`src/rtl/demux_2_reg.sv`:
```
// Registered 1-to-4 demultiplexer with valid/ready handshakes and a 2-entry skid buffer.
// Words leave strictly in arrival order; a stalled head channel blocks every other channel.
//
// state | meaning
// ------+---------------------------------------------
// EMPTY | no word stored, out_valid all zero
// ONE   | head register M holds the only word
// TWO   | M holds the head, skid register S the next; in_ready low
module demux_2_reg #(
    parameter int DATA_WIDTH = 8
) (
    input  logic                  clk,
    input  logic                  rst_n,
    input  logic [DATA_WIDTH-1:0] in_val,
    input  logic [1:0]            sel,
    input  logic                  in_valid,
    output logic                  in_ready,
    output logic [DATA_WIDTH-1:0] out_val,
    output logic [3:0]            out_valid,
    input  logic [3:0]            out_ready,
    output logic [1:0]            occupancy
);

    typedef enum logic [1:0] {
        EMPTY = 2'd0,
        ONE   = 2'd1,
        TWO   = 2'd2
    } state_t;

    state_t                state;
    state_t                next_state;
    logic [DATA_WIDTH-1:0] m_data;
    logic [1:0]            m_sel;
    logic [DATA_WIDTH-1:0] s_data;
    logic [1:0]            s_sel;

    logic in_fire;
    logic out_fire;
    logic m_load_in;
    logic m_load_s;
    logic s_load;

    assign in_fire  = in_valid & in_ready;
    assign out_fire = (state != EMPTY) & out_ready[m_sel];

    always_comb begin
        next_state = state;
        m_load_in  = 1'b0;
        m_load_s   = 1'b0;
        s_load     = 1'b0;
        unique case (state)
            EMPTY: begin
                if (in_fire) begin
                    next_state = ONE;
                    m_load_in  = 1'b1;
                end
            end
            ONE: begin
                if (in_fire && out_fire) begin
                    m_load_in = 1'b1;
                end else if (in_fire) begin
                    next_state = TWO;
                    s_load     = 1'b1;
                end else if (out_fire) begin
                    next_state = EMPTY;
                end
            end
            TWO: begin
                // in_ready is low here, so only the head can move
                if (out_fire) begin
                    next_state = ONE;
                    m_load_s   = 1'b1;
                end
            end
            default: next_state = EMPTY;
        endcase
    end

    always_ff @(posedge clk or negedge rst_n) begin
        if (!rst_n) begin
            state    <= EMPTY;
            in_ready <= 1'b0;
            m_data   <= '0;
            m_sel    <= 2'd0;
            s_data   <= '0;
            s_sel    <= 2'd0;
        end else begin
            state    <= next_state;
            in_ready <= (next_state != TWO);
            if (m_load_in) begin
                m_data <= in_val;
                m_sel  <= sel;
            end else if (m_load_s) begin
                m_data <= s_data;
                m_sel  <= s_sel;
            end
            if (s_load) begin
                s_data <= in_val;
                s_sel  <= sel;
            end
        end
    end

    assign out_val   = m_data;
    assign out_valid = (state != EMPTY) ? (4'b0001 << m_sel) : 4'b0000;

    always_comb begin
        occupancy = 2'd0;
        unique case (state)
            EMPTY:   occupancy = 2'd0;
            ONE:     occupancy = 2'd1;
            TWO:     occupancy = 2'd2;
            default: occupancy = 2'd0;
        endcase
    end

endmodule

```
`config.mk`:
```
export PLATFORM = sky130hd
export DESIGN_NAME = demux_2_reg
export DESIGN_NICKNAME = d
export VERILOG_FILES = /design/src/rtl/demux_2_reg.sv
export SDC_FILE = /design/constraint.sdc
export NUM_CORES = 1
export LEC_CHECK = 0
export ABC_AREA = 1
export CAP_MARGIN = 5
export CORE_ASPECT_RATIO = 0.7
export CORE_MARGIN = 1.5
export CORE_UTILIZATION = 25
export CTS_BUF_LIST = sky130_fd_sc_hd__clkbuf_16
export CTS_CLUSTER_DIAMETER = 50
export CTS_CLUSTER_SIZE = 28
export DETAILED_ROUTE_END_ITERATION = 10
export SETUP_SLACK_MARGIN = 0.02
export SLEW_MARGIN = 10
export SYNTH_ARGS = -nofsm -noshare
export SYNTH_HDL_FRONTEND = slang
export SYNTH_SLANG_ARGS = --single-unit
```
`constraint.sdc`:
```
create_clock -name clk -period 1.3 [get_ports clk]
set_clock_uncertainty 0.1 [all_clocks]
set_input_delay 0.325 -clock clk [delete_from_list [all_inputs] [get_ports clk]]
set_output_delay 0.325 -clock clk [all_outputs]
set_load 0.02 [all_outputs]
```
# Yosys cells after proc, flatten, opt, wreduce, memory -nomap -nowiden

Index checks and enable logic that the tools add are counted.

Add/subtract/negate cells: 0
$mul: 0
Divide/modulo/power cells: 0
Order comparisons: 1
Equality and inequality tests: 3
Shift-type cells: 1
Mux-type cells: 21
Bitwise logic cells: 2
Reduce and logical (&&, ||, !) cells: 4

Operators by type and width:

| cell                  | number |
|---|---|
| $mux W8               | 2 |
| $mux W2               | 7 |
| $mux W1               | 7 |
| $pmux W2 S3           | 1 |
| $mux W4               | 1 |
| $pmux W2 S2           | 1 |
| $reduce_bool A2 Y1    | 2 |
| $shl A1 B2 Y4 const A | 1 |
| $lt A2 B3 Y1 const B  | 1 |
| $and A1 B1 Y1         | 2 |
| $bmux W1 S2           | 1 |
| $eq A2 B1 Y1 const B  | 1 |
| $eq A2 B2 Y1 const B  | 1 |
| $logic_not A2 Y1      | 1 |
| $ne A2 B2 Y1 const B  | 1 |
| $pmux W1 S2           | 1 |
| $logic_and A1 B1 Y1   | 1 |

Flip-flop bits (word level): 23
Bits in latches: 0
Memory bits (writable): 0
ROM bits: 0
Input bits: 17
Output and inout bits: 15
Memories: 0

# Longest topological paths before layout

Depth after elaboration: 8
Gate-level depth with buffers: 10
Depth with buffers taken out: 10

# Worst setup path before layout

No wires, ideal clock.

Kind: flip-flop to output port
From: register state[0]
To: output out_valid[0]
Arrival time: 1.031 ns
Data required time: 0.875 ns
Slack: -0.156 ns
Stages on the path, launching flop included: 3
Path through: dfrtp_1 -> nor2_1 -> nor3_1

Word-level cells in the longest chain between the ends: 2

Ends and longest elaborated chain:

| what                   | RTL line | text |
|---|---|---|
| start, declared        | 30       | `state_t state;` |
| start signal, assigned | 88       | `state <= next_state;` |
| $reduce_bool A2 Y1     | 105      | `assign out_valid = (state != EMPTY) ? (4'b0001 << m_sel) : 4'b0000;` |
| $mux W4                | 105      |  |
| end, declared          | 19       | `output logic [3:0] out_valid,` |

No other way between the ends.

# Final worst setup path

From: register m_sel[0]
To: output out_valid[2]

Word-level cells in the longest chain between the ends: 2

Ends and longest elaborated chain:

| what                   | RTL line | text |
|---|---|---|
| start, declared        | 33       | `logic [1:0] m_sel;` |
| start signal, assigned | 92       | `m_sel <= sel;` |
| start signal, assigned | 95       | `m_sel <= s_sel;` |
| $shl A1 B2 Y4          | 105      |  |
| $mux W4                | 105      |  |

No other way between the ends.

==> flow_metrics.env <==
export IMPL_seq_area_um2=579.3
export IMPL_pin_count=32
export IMPL_numCtsBuffers=3
export IMPL_nets=237
export IMPL_die_area_um2=5508
export IMPL_clk_latency_ps=250
export IMPL_synth_area_leader_cell="dfrtp_1"
export IMPL_synth_edf_count=0
export IMPL_synth_distinct_cells=17
export IMPL_die_h_um=62.55
export IMPL_synth_common_cells="nand2_1, nand3_1, inv_1"
export IMPL_cts_tree="yes"
export IMPL_core_area_um2=4835
export IMPL_drtAntennaViolNets=0
export IMPL_first_pass_iters=4
export IMPL_diodes=0
export IMPL_num_vias=1216
export IMPL_finalSetupViolations=29
export IMPL_drt_iter0_drc=51
export IMPL_grt_max_degree=24
export IMPL_hold_viol=0
export IMPL_timing_final_ws_setup_ps=-278.2
export IMPL_fin_crit_ps=1578
export IMPL_ys_seq_elements=23
export IMPL_peakVddDrop_mv=0.7299
export IMPL_gp_congestion=0.7357
export IMPL_overflow=0
export IMPL_slew_headroom=0.8568
export IMPL_drc_errors=0
export IMPL_ctsRootBufferMaster="clkbuf_16"
export IMPL_area_growth_pct=79.05
export IMPL_drt_wl_total_um=3397
export IMPL_vias_per_cell=4.222
export IMPL_crit_chain="buf_4 -> nor3_2 -> buf_4"
export IMPL_ctsHtreeMaxLevel=1
export IMPL_path_clk_slew_ps=60
export IMPL_start_util=0.2619
export IMPL_rsz0062_at_grt="true"
export IMPL_maxCapViolCount=0
export IMPL_grt_pass1_wl_um=5451
export IMPL_violations="negative setup slack"
export IMPL_setup_tns_ps=-6248
export IMPL_syn_nets=174
export IMPL_ys_warn_count=0
export IMPL_drv_slew=0
export IMPL_post_drt_wl_per_cell_um=11.80
export IMPL_end_kind="output port"
export IMPL_period_share=1.214
export IMPL_finalPower_mw=5.806
export IMPL_min_delay_path_class="in -> async"
export IMPL_crit_slowest_cell="dfrtp_2"
export IMPL_crit_type="reg -> out"
export IMPL_syn_inst=157
export IMPL_synthArstFlopShare=1.000
export IMPL_row_count=21
export IMPL_seq_area_frac_synth=0.4545
export IMPL_port_buffers=31
export IMPL_hold_buffers=0
export IMPL_synth_area_leaders="dfrtp_1, nand3_1, nand2_1, inv_1, o21ai_2"
export IMPL_cts_path_max_buffers=2
export IMPL_cp_max_fo=4
export IMPL_fill_cells=475
export IMPL_cts_sinks=23
export IMPL_cpMostUsedCell="buf_4"
export IMPL_worstPathRequired_ps=880
export IMPL_ys_flop_type="dfrtp_1"
export IMPL_place_hpwl_um=2225
export IMPL_worst_pin_slew_ps=214.7
export IMPL_cp_arrival_ps=1150
export IMPL_yosys_cell_count_top_type="nand2_1"
export IMPL_postLayoutCoreUtil=0.4689
export IMPL_synth_top_cell_area_share=0.4545
export IMPL_syn_avg_cell_area_um2=8.065
export IMPL_outcome="finished, violations left"
export IMPL_place_ws_ps=-470.7
export IMPL_power_density_nw_per_um2=2561
export IMPL_grt_pass1_vias=1146
export IMPL_antenna_found_initial=0
export IMPL_netlist_area_um2=1266
export IMPL_cellLeakagePower_nw=1.104
export IMPL_die_w_um=88.06
export IMPL_multi_input_area_um2=820.8
export IMPL_cp_slowest_stage_delay_ps=450
export IMPL_drive_gt1_frac=0.6210
export IMPL_grt_usage=0.1255
export IMPL_startpoint_type="flop"
export IMPL_fmax_ghz=0.6336
layer usage:
layer,up-vias,global-route usage,part of all wire
li1,620,-,-
met1,565,0.1814,0.49
met2,26,0.1861,0.46
met3,5,0.02906,0.034
met4,0,0.03516,0.012
met5,-,0,0
flip-flops by register name, indices dropped and copies added (netlist names):
name	cells
out_val	8
state	2
in_ready	1
s_sel	2
m_sel	2
s_data	8
path summary, 6_finish.rpt:
kind	endpoint	startpoint	slack, ps	cells past startpoint
setup / recovery	out_valid[2]	m_sel[0]$_DFFE_PN0P_	-280	3
hold / removal	out_val[2]$_DFFE_PN0P_	rst_n	310	2
setup reg to reg	s_data[4]$_DFFE_PN0P_	m_sel[0]$_DFFE_PN0P_	-260	11
hold reg to reg	s_data[2]$_DFFE_PN0P_	s_data[2]$_DFFE_PN0P_	400	2
max in group asynchronous	m_sel[1]$_DFFE_PN0P_	rst_n	630	2
min in group clk	s_data[2]$_DFFE_PN0P_	s_data[2]$_DFFE_PN0P_	400	2
worst max-delay path, delay by kind of cell, from the launching register on:
kind	cells	cell delay (ps)
buffers and inverters	2	310
DFF	1	450
and+or+nand+nor	1	140
cell type report:
type	instances	area share
Clock inverter	1	0.002208
Tap cell	69	0.03808
Inverter	28	0.04857
Clock buffer	3	0.03311
Multi-Input combinational cell	100	0.3620
Timing Repair Buffer	64	0.2605
Sequential cell	23	0.2555
kinds of logic (layout without fill, tap and decap cells):
logic type	Yosys count	in the layout	share of synthesized area
buf+inv	34	96	0.1255
compound gates	12	12	0.07707
simple gates	88	88	0.3429
flops	23	23	0.4545
layout by cell type, fill, tap and decap left out, drive strengths merged:
cell	Yosys	final
buf	6	47
nand2	46	46
nand3	33	33
inv	28	28
dfrtp	23	23
clkdlybuf4s50	0	16
o21ai	12	12
nor2	5	5
nor3	4	4
clkbuf	0	4
clkinv	0	1
stage by stage:
| stage | hold slack [ps] | std cells | instance area (µm²) |
|---|---|---|---|
| 4_1_cts | 314.6 | 284 | 2087 |
| 5_1_grt | 335.5 | 288 | 2267 |
| 3_3_place_gp | 371.6 | 275 | 1852 |
| 6_report | 313.5 | 288 | 2267 |
| 2_1_floorplan | -70.59 | 157 | 1291 |
| 3_5_place_dp | 374.6 | 275 | 1852 |
what timing repair did:
action | in CTS | in global routing
resized for setup | 116 | 32
setup buffers | 5 | 3
endpoints found under the setup margin | 38 | 29
pin swaps | 15 | 16
cloned | 0 | 1
report_power, final:
| group | total, mW | internal, mW | leakage, nW | switching (mW) |
|---|---|---|---|---|
| sequential | 1.41 | 1.08 | 0.281 | 0.328 |
| combinational | 3.73 | 1.76 | 0.783 | 1.97 |
| clock | 0.665 | 0.414 | 0.0409 | 0.251 |
| total | 5.81 | 3.25 | 1.10 | 2.55 |
Note: power is estimated with default switching activity, not from simulation.
==> RTL edit: new RTL, same flow settings <==
Change the parameter `DATA_WIDTH` from 8 to 6.
--- a/src/rtl/demux_2_reg.sv
+++ b/src/rtl/demux_2_reg.sv
@@ -8,5 +8,5 @@
 // TWO   | M holds the head, skid register S the next; in_ready low
 module demux_2_reg #(
-    parameter int DATA_WIDTH = 8
+    parameter int DATA_WIDTH = 6
 ) (
     input  logic                  clk,
Ports: changed (resized in_val and out_val); port bits go from 32 to 28. No check against the original RTL was run, so the function may have changed too.
==> RTL edit against the unedited design <==
- the flow still finishes with violations (setup timing)
- worst setup slack worse by 0.022 ns
- sequential cell count fell by 4
- routed wire length down 2.8%
- utilization grew 3.6 points
- sequential power fell by 19%
- hold slack got worse by 0.0024 ns
- area after synthesis decreased by 18%
- final area is 12% lower
- power is 6.9% lower
- critical path type unchanged
- critical endpoint is now out_valid[1]
- highest routed layer unchanged
==> RTL edit: results (changes against the unedited design) <==
| Metric | Value |
|---|---|
| Worst Setup EP | out_valid[1] |
| Drt wl/cell | 13.3 um (+12%) |
| Synth cell count leaders | nand2_1 (33), nand3_1 (25), inv_1 (20) |
| Placed Cells | 227 (-17%) |
| # port buffers | 27 (-13%) |
| Final setup fails | 25 (-14%) |
| First-pass GRT wire length | 5330 um (-2.2%) |
| RR Endpoint | out_val[0] |
| Reg2reg path depth | 10 (-1) |
| LEAKAGE | 0.972 nW (-12%) |
| CP max stage delay | 0.43 ns (-0.02 ns) |
| Worst Hold Class | in -> async |
| Placement Cell Area | 0.00156 mm2 (-16%) |
| Seq group | 1.14 mW (-19%) |
| DPL Wire Length | 2040 um (-8.4%) |
| Synth cell types | 18 (+1) |
| R2R setup slack | -0.24 ns (+0.02 ns) |
| Share of layout cells above drive strength 1 | 57.4% (-4.7 points) |
| Largest net degree at the start of global routing | 20 (-17%) |
| Gr usage total | 15.4% (+2.9 points) |
| Outcome | finished, violations left |
| Switch Pwr | 2.43 mW (-4.7%) |
| Hold_ws | 0.311 ns (-0.00236 ns) |
| Register share of total power | 21.0% (-3.2 points) |
| DR iter-0 viols | 57 (+12%) |
| Worst-Margin Slew | 0.262 ns (+0.0471 ns) |
| Worst slack, placed | -0.448 ns (+0.0222 ns) |
| Syn Area/Cell | 7.88 um2 (-2.3%) |
| Max IR drop VDD | 0.00103 V (+42%) |
| FILL cells | 382 (-20%) |
| Vias after detailed routing | 1122 (-7.7%) |
| Final worst setup slack | -0.300 ns (-0.0218 ns) |
| Total negative slack | -5.17 ns (+1.08 ns) |
| Logic pwr share | 66.8% (+2.5 points) |
| Net Count, Synth | 147 (-16%) |
| Area growth, synth to finish | 91.7% |
| Clock root buffer | clkbuf_16 |
| Final Non-Filler Cells | 249 (-14%) |
| Violated checks | setup timing |
| GPL Wtd Cong | 0.849 (+15%) |
-- RTL edit: cell type report --
| type | count | share of cell area, % |
|---|---|---|
| Clock buffer | 3 | 3.77 |
| Clock inverter | 1 | 0.251 |
| Inverter | 24 | 5.27 |
| Multi-Input combinational cell | 89 | 36.5 |
| Sequential cell | 19 | 24.1 |
| Tap cell | 52 | 3.26 |
| Timing Repair Buffer | 61 | 26.8 |
-- RTL edit: logic make-up after synthesis --
logic type / after synthesis / share of synthesized area, %
buffers and inverters: 27 / 10.8
AO/OA/AOI/OAI: 10 / 7.70
AND/OR/NAND/NOR: 76 / 35.7
flip-flops: 19 / 45.7
-- RTL edit: per-layer routing --
metal	GRT usage (%)	vias up	part of all wire (%)
met4	4.19	0	1.2
met5	0	-	0
met3	3.68	4	5.4
li1	-	554	-
met2	23.9	37	48
met1	21.7	527	46
-- RTL edit: repair_timing --
item,CTS,global route
pin swaps,15,16
resized for setup,93,19
gates cloned,3,0
setup endpoints to repair,32,25
setup buffers,12,3
